$ cat src/rtl/mr_noc_pkg.sv
// Shared definitions for the MapReduce NoC text dispatcher: default sizes and FSM encoding.
package mr_noc_pkg;

  localparam int unsigned DATA_SIZE = 32;
  localparam int unsigned NODE_NUM  = 4;
  localparam int unsigned KEY_WORDS = 4;
  localparam int unsigned CHUNK     = 8;
  localparam int unsigned WR_GAP    = 6;
  localparam int unsigned NODE_W    = $clog2(NODE_NUM);

  localparam logic [2:0] S_IDLE      = 3'd0;
  localparam logic [2:0] S_KEY_LOAD  = 3'd1;
  localparam logic [2:0] S_KEY_BCAST = 3'd2;
  localparam logic [2:0] S_DISPATCH  = 3'd3;
  localparam logic [2:0] S_DRAIN     = 3'd4;
  localparam logic [2:0] S_DONE      = 3'd5;

  typedef enum logic [2:0] {
    DispIdle     = S_IDLE,
    DispKeyLoad  = S_KEY_LOAD,
    DispKeyBcast = S_KEY_BCAST,
    DispDispatch = S_DISPATCH,
    DispDrain    = S_DRAIN,
    DispDone     = S_DONE
  } disp_state_t;

endpackage

$ cat src/rtl/wr_gap_timer.sv
// Per-node write pacing timer: loads a fixed gap value and counts down to zero.
module wr_gap_timer #(
  parameter int unsigned WIDTH    = 3,
  parameter int unsigned LOAD_VAL = 6
) (
  input  logic clk,
  input  logic rst,
  input  logic clear,
  input  logic load,
  output logic zero
);
  import mr_noc_pkg::*;

  logic [WIDTH-1:0] count_q;

  always_ff @(posedge clk or negedge rst) begin
    if (!rst) begin
      count_q <= '0;
    end else if (clear) begin
      count_q <= '0;
    end else if (load) begin
      // A load wins over the decrement in the same cycle.
      count_q <= WIDTH'(LOAD_VAL);
    end else if (count_q != '0) begin
      count_q <= count_q - WIDTH'(1);
    end
  end

  assign zero = (count_q == '0);

endmodule

$ cat src/rtl/text_dispatcher.sv
// Loads a keyword, broadcasts it to all nodes, then deals text words to nodes in chunks.
module text_dispatcher #(
  parameter int unsigned DATA_SIZE = mr_noc_pkg::DATA_SIZE,
  parameter int unsigned NODE_NUM  = mr_noc_pkg::NODE_NUM,
  parameter int unsigned KEY_WORDS = mr_noc_pkg::KEY_WORDS,
  parameter int unsigned CHUNK     = mr_noc_pkg::CHUNK,
  parameter int unsigned WR_GAP    = mr_noc_pkg::WR_GAP
) (
  input  logic                 clk,
  input  logic                 rst,
  input  logic                 start,
  input  logic [DATA_SIZE-1:0] key_in,
  input  logic                 key_wr,
  input  logic [DATA_SIZE-1:0] in_data,
  input  logic                 in_valid,
  input  logic                 in_last,
  output logic                 in_ready,
  output logic [DATA_SIZE-1:0] keyword,
  output logic                 key_en,
  output logic [DATA_SIZE-1:0] textfile,
  output logic [NODE_NUM-1:0]  data_wr,
  output logic                 busy,
  output logic                 done
);
  import mr_noc_pkg::*;

  localparam int unsigned TW = (NODE_NUM > 1) ? $clog2(NODE_NUM) : 1;
  localparam int unsigned KW = (KEY_WORDS > 1) ? $clog2(KEY_WORDS) : 1;
  localparam int unsigned CW = $clog2(CHUNK + 1);
  localparam int unsigned GW = (WR_GAP > 0) ? $clog2(WR_GAP + 1) : 1;

  disp_state_t          state_q, state_d;
  logic [KW-1:0]        key_cnt_q, key_cnt_d;
  logic [TW-1:0]        target_q, target_d;
  logic [CW-1:0]        chunk_cnt_q, chunk_cnt_d;
  logic [DATA_SIZE-1:0] key_buf_q [KEY_WORDS];
  logic [DATA_SIZE-1:0] textfile_q;
  logic [NODE_NUM-1:0]  data_wr_q;
  logic [NODE_NUM-1:0]  gap_zero;
  logic [NODE_NUM-1:0]  gap_load;
  logic                 gap_clear;
  logic                 hs;

  assign in_ready = (state_q == DispDispatch) && gap_zero[target_q];
  assign hs       = in_valid && in_ready;
  assign busy     = (state_q != DispIdle);
  assign done     = (state_q == DispDone);
  assign key_en   = (state_q == DispKeyBcast);
  assign textfile = textfile_q;
  assign data_wr  = data_wr_q;

  always_comb begin
    keyword = '0;
    if (state_q == DispKeyBcast) begin
      keyword = key_buf_q[key_cnt_q];
    end
  end

  for (genvar k = 0; k < NODE_NUM; k++) begin : g_gap
    assign gap_load[k] = hs && (target_q == TW'(k));

    wr_gap_timer #(
      .WIDTH   (GW),
      .LOAD_VAL(WR_GAP)
    ) u_gap (
      .clk  (clk),
      .rst  (rst),
      .clear(gap_clear),
      .load (gap_load[k]),
      .zero (gap_zero[k])
    );
  end

  // key_cnt doubles as the broadcast index once the keyword is captured.
  always_comb begin
    state_d     = state_q;
    key_cnt_d   = key_cnt_q;
    target_d    = target_q;
    chunk_cnt_d = chunk_cnt_q;
    gap_clear   = 1'b0;
    unique case (state_q)
      DispIdle: begin
        if (start) begin
          state_d     = DispKeyLoad;
          key_cnt_d   = '0;
          target_d    = '0;
          chunk_cnt_d = '0;
          gap_clear   = 1'b1;
        end
      end
      DispKeyLoad: begin
        if (key_wr) begin
          if (key_cnt_q == KW'(KEY_WORDS - 1)) begin
            key_cnt_d = '0;
            state_d   = DispKeyBcast;
          end else begin
            key_cnt_d = key_cnt_q + KW'(1);
          end
        end
      end
      DispKeyBcast: begin
        if (key_cnt_q == KW'(KEY_WORDS - 1)) begin
          key_cnt_d = '0;
          state_d   = DispDispatch;
        end else begin
          key_cnt_d = key_cnt_q + KW'(1);
        end
      end
      DispDispatch: begin
        if (hs) begin
          if (chunk_cnt_q == CW'(CHUNK - 1)) begin
            chunk_cnt_d = '0;
            target_d    = (target_q == TW'(NODE_NUM - 1)) ? '0 : target_q + TW'(1);
          end else begin
            chunk_cnt_d = chunk_cnt_q + CW'(1);
          end
          if (in_last) begin
            state_d = DispDrain;
          end
        end
      end
      DispDrain: begin
        if (&gap_zero) begin
          state_d = DispDone;
        end
      end
      DispDone: begin
        state_d = DispIdle;
      end
      default: begin
        state_d = DispIdle;
      end
    endcase
  end

  always_ff @(posedge clk or negedge rst) begin
    if (!rst) begin
      state_q     <= DispIdle;
      key_cnt_q   <= '0;
      target_q    <= '0;
      chunk_cnt_q <= '0;
      textfile_q  <= '0;
      data_wr_q   <= '0;
    end else begin
      state_q     <= state_d;
      key_cnt_q   <= key_cnt_d;
      target_q    <= target_d;
      chunk_cnt_q <= chunk_cnt_d;
      data_wr_q   <= hs ? (NODE_NUM'(1) << target_q) : '0;
      if (hs) begin
        textfile_q <= in_data;
      end
    end
  end

  always_ff @(posedge clk or negedge rst) begin
    if (!rst) begin
      for (int i = 0; i < KEY_WORDS; i++) begin
        key_buf_q[i] <= '0;
      end
    end else if ((state_q == DispKeyLoad) && key_wr) begin
      key_buf_q[key_cnt_q] <= key_in;
    end
  end

endmodule

$ cat config.mk
export PLATFORM = sky130hd
export DESIGN_NAME = text_dispatcher
export DESIGN_NICKNAME = d
export VERILOG_FILES = /design/src/rtl/mr_noc_pkg.sv /design/src/rtl/wr_gap_timer.sv /design/src/rtl/text_dispatcher.sv
export SDC_FILE = /design/constraint.sdc
export NUM_CORES = 1
export LEC_CHECK = 0
export BUFFER_PORTS_ARGS = -buffer_cell sky130_fd_sc_hd__buf_2
export CORE_ASPECT_RATIO = 0.7
export CORE_MARGIN = 8
export CORE_UTILIZATION = 56
export CTS_CLUSTER_DIAMETER = 40
export DETAILED_ROUTE_END_ITERATION = 10
export GPL_ROUTABILITY_DRIVEN = 0
export PLACE_DENSITY = 0.89
export SYNTH_ARGS = -nofsm -noshare
export SYNTH_HDL_FRONTEND = slang
export SYNTH_SLANG_ARGS = --single-unit
$ cat constraint.sdc
create_clock -name clk -period 2.65 [get_ports clk]
set_clock_uncertainty 0.2 [all_clocks]
set_input_delay 0.1325 -clock clk [delete_from_list [all_inputs] [get_ports clk]]
set_output_delay 0.1325 -clock clk [all_outputs]
set_load 0.1 [all_outputs]
==> results of run 1 <==
-- routing by layer --
metal / share of wire (%) / GRT usage, %
met2: 50 / 35.50
met1: 43 / 28.66
met4: 2.1 / 9.060
met5: 0 / 0
met3: 5.1 / 4.749
-- sequential cells by signal (all words and copies together), names as in the netlist --
name	count
chunk_cnt_q	4
data_wr	4
g_gap.u_gap.count_q	12
key_buf_q	128
key_cnt_q	2
state_q	3
target_q	2
textfile	32
-- cell families after synthesis --
kind of cell | after synthesis | synth area share (%)
xor+xnor | 5 | 0.5120
compound gates | 32 | 2.384
flops | 187 | 54.71
buf+inv | 59 | 3.247
simple gates | 186 | 10.15
mux | 169 | 26.51
fa+ha+maj | 17 | 2.487
-- cell usage after synthesis (2+ instances only) --
cell type and count:
buf_2 21, a21oi_1 4, o21ai_0 9, mux2_2 130, o31ai_1 3, nand2_2 2
nand3_1 3, a31oi_1 2, ha_1 17, o21ai_1 5, mux2i_1 6, o41ai_1 2
nor2_1 7, buf_6 4, nand2b_1 4, and3_1 36, nand2_1 116, nor2b_1 6
clkbuf_1 13, xnor2_1 5, nor3b_1 2, inv_1 20, mux4_2 33, dfrtp_1 187
-- cell usage in the layout, fill, tap and decap left out, types with 4 or more instances in the layout --
| master | n |
|---|---|
| dfrtp_1 | 186 |
| and3_1 | 36 |
| ha_1 | 17 |
| mux2_2 | 130 |
| nand2b_1 | 4 |
| inv_1 | 20 |
| clkbuf_16 | 17 |
| o21ai_1 | 5 |
| nor2b_1 | 4 |
| o21ai_0 | 9 |
| xnor2_1 | 5 |
| nor2_1 | 7 |
| a21oi_1 | 4 |
| dlygate4sd3_1 | 67 |
| buf_4 | 18 |
| inv_8 | 5 |
| mux2i_1 | 6 |
| nand2_1 | 116 |
| mux4_2 | 33 |
| buf_12 | 41 |
| buf_2 | 105 |
-- critical path: stages, from the launching register on --
cell     delay, ps
dfrtp_1        670
buf_4          370
mux4_2         360
and3_1         230
buf_12         170
-- report_power, final --
part	internal [mW]	total, mW	switching (mW)
Combinational	2.76	6.63	3.87
Clock	1.35	2.55	1.20
Sequential	4.02	4.66	0.649
-- repair_timing --
action	in CTS	in global routing
hold buffers	67	0
pin swaps	0	1
gates cloned	0	1
hold endpoints to repair	272	0
setup endpoints to repair	10	2
gates resized for setup	1	1
setup buffers	3	0
-- path summary, 6_finish.rpt --
kind	startpoint	end	cells after the start
min	rst	key_buf_q[104]	2
min reg2reg	textfile[18]	textfile[18]	2
max in group asynchronous	rst	textfile[9]	3
max reg2reg	g_gap[2].u_gap.count_q[0]	target_q[0]	7
min in group clk	start	g_gap[1].u_gap.count_q[2]	5
max	key_cnt_q[1]	keyword[11]	4
-- layout make-up --
| class | count | area (um^2) |
|---|---|---|
| Sequential cell | 187 | 4683 |
| Multi-Input combinational cell | 410 | 3616 |
| Fill cell | 870 | 3417 |
| Antenna cell | 1 | 2.502 |
| Clock buffer | 17 | 425.4 |
| Inverter | 20 | 75.07 |
| Timing Repair Buffer | 233 | 2175 |
| Tap cell | 195 | 244.0 |
| Clock inverter | 15 | 176.4 |
==> flow_summary.yaml, run 1 <==
cells_and_area:
  finish.instance_area_um2: 11400
  fin_cells: 1078
  num-nets-final: 956
  final_core_utilization_pct: 76.93
  area_overhead_vs_synth_pct: 33.25
  drive_above_1_share_pct: 42.06
detailed_routing:
  dr.pass1.iters: 6
  antenna_left: 0
  num_vias: 5992
  drcViolationCount: 0
  routedWlPerCell_um: 19.43
  drt_first_iter_violations: 523
  drt-total-wl_um: 20940
  viasPerCell: 5.558
synthesis:
  synthCells: 655
  synthTopCellsByArea: "dfrtp_1, mux2_2, mux4_2, nand2_1, and3_1"
  synthesis.yosys.warnings: 0
  synth_area_um2: 8553
  synth.avg_cell_area_um2: 13.06
  synth-edff-count: 0
  synthFlopType: "dfrtp_1"
  share_of_flip_flops_with_an_asynchronous_set_or_reset_pct: 100.0
  netlist.top_cell.by_area: "dfrtp_1"
  ys_types: 42
  synth.net_count: 742
  synth.ff_latch_count: 187
  synth_sequential_area_ratio_pct: 54.71
  netlist.area_leader.share_pct: 54.71
global_route:
  grt_start_max_net_pins: 67
  grt_antenna_before_repair: 1
  number_of_global_route_vias_before_repair: 6520
  globalRoute.totalOverflow: 0
  grt.total_usage_pct: 22.02
  grt_pass1_wl_um: 34200
floorplan:
  boundary_pins: 142
  fp-row-count: 37
  die_area_um2: 19550
  placeableCoreArea_um2: 14810
  floorplan.die.height_um: 119.4
  die_boundary_width_um: 163.7
  initial_utilization_pct: 57.74
timing:
  whs_ps: 62.67
  tightestPinTransition_ps: 616.9
  fin_crit_sh_pct: 96.55
  maxSlewHeadroom_pct: 58.88
  timing_max_transition_violations_final: 0
  setup_viol: 0
  totalNegativeSetupSlack_ps: 0
  finalWorstSetupSlack_ps: 91.35
  finalCriticalPeriod_ps: 2559
  final-hold-violation-count: 0
  setup_repair_after_global_routing_missed_its_margin: "no"
  maxClockFrequency_mhz: 390.8
placement:
  detailedPlacementHpwl_um: 13140
  numPortBuffers: 141
  dp_slack_ps: 183.0
  detailed_place.area_um2: 10080
  placedCellCount: 974
flow_run:
  drv.max_cap_violation_count: 0
clock_tree:
  clock_transition_at_the_registers_of_the_reported_paths_ps: 70
  clk_root_buffer_cell: "clkbuf_16"
  clock_latency_on_the_worst_skew_pair_ps: 420
  tritoncts: "done"
  htree_levels: 4
  clkSinkCount: 187
  maximum_clock_path_buffer_count: 2
  cts_made_buffers: 17
power:
  lkg_pwr_nw: 5.600
  finalPower_mw: 13.85
  max-vdd-ir-drop_mv: 0.7332
  power.density_nw_per_um2: 1215
setup_path:
  timing.reg2reg.setup_slack_ps: 200
  crit_required_ps: 2320
  critical_path_peak_fanout: 16
  setup.worst_path.class: "flop to output port"
  worst_ep_arrival_time_ps: 2230
  setup_crit_end_kind: "output port"
  critical_path.startpoint_type: "flop"
run_status:
  outcome: "finished clean"
worst_hold_path:
  worstHoldPathType: "input pin to async pin"
(Power assumes the default switching activity.)
==> run 2, diff against run 1 <==
--- a/config.mk
+++ b/config.mk
@@ -12,7 +12,7 @@
 export CTS_CLUSTER_DIAMETER = 40
 export DETAILED_ROUTE_END_ITERATION = 10
 export GPL_ROUTABILITY_DRIVEN = 0
-export PLACE_DENSITY = 0.89
+export PLACE_DENSITY = 0.79
 export SYNTH_ARGS = -nofsm -noshare
 export SYNTH_HDL_FRONTEND = slang
 export SYNTH_SLANG_ARGS = --single-unit
==> run 2 against run 1 <==
Maximum frequency is 1.1% higher. Cell area shrank 0.43%. Wire length up 3.2%. Worst hold slack worse by 2.5 ps. Flip-flop and latch count stayed put. Sequential share of layout area increased by 0.18 points. Utilization is 0.33 points lower. Die area unchanged. Worst setup slack better by 27 ps. Highest routed layer unchanged.
==> flow_summary.yaml, run 2 (synthesis results as in run 1) <==
run_status:
  outcome: "finished clean"
cells_and_area:
  largest_reg_flops: 128
  num-nets-final: 951
  most-common-layout-cells: "dfrtp_1, mux2_2, nand2_1"
  drive_above_1_share_pct: 42.30
  area_overhead_vs_synth_pct: 32.68
  area.sequential_um2: 4683
  layout.filler_cells: 880
  multiInputGateArea_um2: 3618
  registers.top_by_ff_count: "key_buf_q"
  layout.cells.most_common: "dfrtp_1"
power:
  power_frac_comb_pct: 47.5
  power_switching_mw: 5.606
  clk_network_pwr_share_pct: 18.7
  power.density_nw_per_um2: 1223
  power.switching_fraction_pct: 40.39
  cellInternalPower_mw: 8.272
  lkg_pwr_nw: 5.586
  max-vdd-ir-drop_mv: 0.7561
  p_seq_share_pct: 33.8
floorplan:
  floorplan.die.height_um: 119.4
  die_boundary_width_um: 163.7
  boundary_pins: 142
  initial_utilization_pct: 57.74
  placeableCoreArea_um2: 14810
  fp-row-count: 37
  die_area_um2: 19550
detailed_routing:
  drcViolationCount: 0
  dr.pass1.iters: 5
  num_vias: 6083
  drt_first_iter_violations: 400
  antenna_left: 0
  routedWlPerCell_um: 20.08
  viasPerCell: 5.653
  drt-total-wl_um: 21610
setup_path:
  crit_chain: "inv_1 -> ha_1 -> nor2b_2 -> mux4_2 -> nor2b_2 -> buf_12"
  crit_required_ps: 2320
  critical_path_peak_fanout: 4
  critical_path.startpoint_type: "flop"
  setup.worst_path.class: "flop to output port"
  worst_ep_arrival_time_ps: 2200
  cpMaxStageDelayCell: "mux4_2"
  slowest_delay_ps: 550
  setup_crit_end_kind: "output port"
  cp_common_cell: "nor2b_2"
clock_tree:
  clkSinkCount: 187
  htree_levels: 4
  cts_made_buffers: 17
  clock_transition_at_the_registers_of_the_reported_paths_ps: 70
  clock_latency_on_the_worst_skew_pair_ps: 430
  tritoncts: "done"
  cts_setup_buffers: 0
  maximum_clock_path_buffer_count: 2
  clk_root_buffer_cell: "clkbuf_16"
timing:
  setup_repair_after_global_routing_missed_its_margin: "no"
  maxSlewHeadroom_pct: 52.69
  finalCriticalPeriod_ps: 2532
  maxClockFrequency_mhz: 395.0
  totalNegativeSetupSlack_ps: 0
  whs_ps: 60.17
  fin_crit_sh_pct: 95.54
  timing_max_transition_violations_final: 0
  tightestPinTransition_ps: 704.2
  final-hold-violation-count: 0
  setup_viol: 0
placement:
  detailedPlacementHpwl_um: 13860
  numPortBuffers: 141
flow_run:
  drv.max_cap_violation_count: 0
global_route:
  globalRoute.totalOverflow: 0
  grt_antenna_before_repair: 4
  grt_pass1_wl_um: 35260
  number_of_global_route_vias_before_repair: 6775
  grt.total_usage_pct: 22.81
  grt_start_max_net_pins: 71
worst_hold_path:
  worstHoldPathType: "input pin to async pin"
-- run 2: routing by layer --
layer	vias to the layer above	part of all wire [%]	GRT usage, %
met4	0	2.8	9.570
met5	-	0	0
met1	3135	42	28.42
li1	2714	-	-
met2	182	51	37.33
met3	52	4.8	5.953
-- run 2: area by class of cell --
type	instances	share of cell area, %
flip-flops and latches	187	41.27
multi-input cells	409	31.89
repair buffers	229	18.62
clock buffers	21	4.057
well taps	195	2.150
clock inverters	11	1.268
inverters	20	0.6615
diodes	4	0.08820
-- run 2: timing repair --
item,CTS,global route
endpoints found under the hold margin,231,0
endpoints found under the setup margin,1,30
gates resized for setup,1,2
cloned,0,0
hold buffers,67,0
-- run 2: critical path: cells and delay by family, from the launching register on --
kind	cells	cell delay [ps]
flops	1	360
fa+ha+maj	1	210
simple gates	2	400
buf+inv	2	240
mux	1	550
-- run 2: metrics by stage --
stage	util (%)	setup slack, ps	power [mW]	area [um^2]	instances
after floorplan	-	198.3	9.329	8561	655
after global placement	67.89	390.8	10.85	10060	973
after detailed placement	67.89	245.5	11.19	10060	973
after CTS	76.51	19.76	13.91	11330	1072
after global routing	76.60	32.75	14.52	11350	1076
final	76.60	118.1	13.88	11350	1076
-- run 2: power groups by stage --
stage	logic (mW)	registers [mW]	clock network, mW
after floorplan	3.95	5.38	0
final	6.59	4.69	2.59
after global placement	6.28	4.57	0
after CTS	6.59	4.68	2.63
after detailed placement	6.48	4.71	0
after global routing	6.95	4.81	2.76
-- run 2: path summary, 6_finish.rpt --
path	from	slack, ps	to	depth (start not counted)
hold / removal	rst	60	key_buf_q[52]	2
max in group asynchronous	rst	1350	data_wr[1]	3
setup reg to reg	g_gap[2].u_gap.count_q[0]	220	textfile[19]	8
min in group clk	start	70	g_gap[2].u_gap.count_q[2]	5
hold reg to reg	textfile[3]	280	textfile[3]	2
setup / recovery	g_gap[0].u_gap.count_q[0]	120	in_ready	6
==> run 3, diff against run 2 <==
==> constraint.sdc (replaced) <==
create_clock -name clk -period 2.65 [get_ports clk]
set_clock_uncertainty 0.2 [all_clocks]
set_input_delay 0.3975 -clock clk [delete_from_list [all_inputs] [get_ports clk]]
set_output_delay 0.3975 -clock clk [all_outputs]
set_load 0.1 [all_outputs]
==> run 3 against run 2 <==
Die area unchanged. Global-route usage up 0.21 points. Worst hold slack worse by 16 ps. Cell count down 3.2%. Combinational power up 4.2%. Clock power about the same. Register-to-register slack worse by 30 ps. Critical path depth unchanged. Wire length up 0.77%. Sequential share of layout area up 0.58 points. Flip-flop and latch count unchanged. Utilization down 1.0 points.
==> flow_summary.yaml, run 3 (synthesis results as in run 1) <==
cells_and_area:
  final_core_utilization_pct: 75.57
  drive_above_1_share_pct: 45.98
  largest_reg_flops: 128
  registers.top_by_ff_count: "key_buf_q"
  layout.cells.most_common: "dfrtp_1"
  layout.filler_cells: 886
  num-nets-final: 921
  finish.instance_area_um2: 11190
  area_overhead_vs_synth_pct: 30.88
  most-common-layout-cells: "dfrtp_1, mux2_2, nand2_1"
setup_path:
  timing.critical_path.to: "in_ready"
  setup_crit_end_kind: "output port"
  r2r-end: "textfile[9]"
  worst_ep_arrival_time_ps: 2040
  timing.reg2reg.setup_slack_ps: 190
  critPathLaunch: "g_gap[1].u_gap.count_q[1]"
  crit_required_ps: 2050
  critical_path.startpoint_type: "flop"
  reg2regPathDepth: 9
  setup.worst_path.class: "flop to output port"
  critical_path_peak_fanout: 3
  regToRegStartpoint: "g_gap[1].u_gap.count_q[1]"
detailed_routing:
  dr.pass1.iters: 5
  routedWlPerCell_um: 20.90
  drt_first_iter_violations: 480
  viasPerCell: 5.771
  num_vias: 6013
  antenna_left: 0
  drt-total-wl_um: 21780
  drcViolationCount: 0
flow_run:
  drv.max_cap_violation_count: 0
placement:
  numPortBuffers: 141
  detailed_place.area_um2: 10100
  detailedPlacementHpwl_um: 14020
clock_tree:
  clock_transition_at_the_registers_of_the_reported_paths_ps: 60
  clkSinkCount: 187
  cts_made_buffers: 17
  htree_levels: 4
  tritoncts: "done"
  clk_root_buffer_cell: "clkbuf_16"
  maximum_clock_path_buffer_count: 2
  clock_latency_on_the_worst_skew_pair_ps: 430
run_status:
  outcome: "finished clean"
timing:
  whs_ps: 43.97
  maxSlewHeadroom_pct: 51.75
  fin_crit_sh_pct: 99.51
  final-hold-violation-count: 0
  totalNegativeSetupSlack_ps: 0
  setup_viol: 0
  maxClockFrequency_mhz: 379.2
  finalCriticalPeriod_ps: 2637
  timing_max_transition_violations_final: 0
  setup_repair_after_global_routing_missed_its_margin: "yes"
  tightestPinTransition_ps: 718.3
floorplan:
  floorplan.die.height_um: 119.4
  boundary_pins: 142
  placeableCoreArea_um2: 14810
  fp-row-count: 37
  initial_utilization_pct: 57.74
  die_area_um2: 19550
  die_boundary_width_um: 163.7
worst_hold_path:
  worstHoldPathType: "input pin to flop"
  hold-path-cell-count: 2
global_route:
  grt_antenna_before_repair: 1
  grt.total_usage_pct: 23.02
  globalRoute.totalOverflow: 0
  grt_pass1_wl_um: 35360
  grt_start_max_net_pins: 80
  number_of_global_route_vias_before_repair: 6683
power:
  power.density_nw_per_um2: 1266
  lkg_pwr_nw: 5.467
  finalPower_mw: 14.17
  max-vdd-ir-drop_mv: 0.7599
## run 3: cell count changes in the layout (fill, tap and decap cells not counted), moves of 3 or more
cell           delta
diode_2           -3
and3_4           +12
clkbuf_8          +5
clkinv_4          -3
buf_12            +5
dlygate4sd3_1    -34
clkinv_2          -3
and3_1           -12
nor2b_4           +3
## run 3: worst min path at each step
| stage | start | end | slack [ps] |
|---|---|---|---|
| after floorplan | rst | chunk_cnt_q[0] | -100 |
| after global placement | rst | key_buf_q[52] | 170 |
| after detailed placement | rst | key_buf_q[52] | 180 |
| after CTS | key_in[12] | key_buf_q[12] | 20 |
| after global routing | key_in[11] | key_buf_q[75] | 30 |
| final | key_in[18] | key_buf_q[114] | 40 |
## run 3: worst max-delay path, stage by stage, from the launching register on
cell and delay [ps]:
dfrtp_1 360, inv_1 70, ha_2 190, nor2b_2 180
mux4_2 490, nor2b_4 160, buf_12 160
## run 3: layout make-up
type | instances | area (um^2) | area share, %
sequential | 187 | 4684 | 41.85
multi-input combinational | 409 | 3704 | 33.08
timing repair buffer | 199 | 1876 | 16.75
clock buffer | 26 | 529.3 | 4.728
tap | 195 | 244.0 | 2.179
clock inverter | 5 | 80.08 | 0.7153
inverter | 20 | 75.07 | 0.6706
antenna | 1 | 2.502 | 0.02235
## run 3: stage by stage
stage / worst slack [ps] / std cells
final: 13.02 / 1042
after global routing: -55.38 / 1042
after CTS: -63.35 / 1038
after detailed placement: 184.4 / 970
after global placement: 303.4 / 970
after floorplan: 35.79 / 655
## run 3: per-layer routing
| layer | vias up | track usage [%] | wire length, um |
|---|---|---|---|
| met4 | 0 | 9.060 | 517 |
| met3 | 43 | 5.024 | 1016 |
| met5 | - | 0 | 0 |
| met1 | 3118 | 29.15 | 9124 |
| li1 | 2660 | - | - |
| met2 | 192 | 38.13 | 11120 |
## run 3: report_power, final
group	leakage, nW	internal (mW)	switching, mW
combinational	2.79	2.88	3.99
sequential	2.39	4.02	0.676
clock	0.295	1.56	1.05
## run 3: repair_timing
action,4_1_cts,5_1_grt
endpoints found under the hold margin,77,0
setup endpoints to repair,22,53
hold buffers,33,0
cloned,0,0
resized for setup,3,20
pin swaps,0,1
setup buffers,4,3
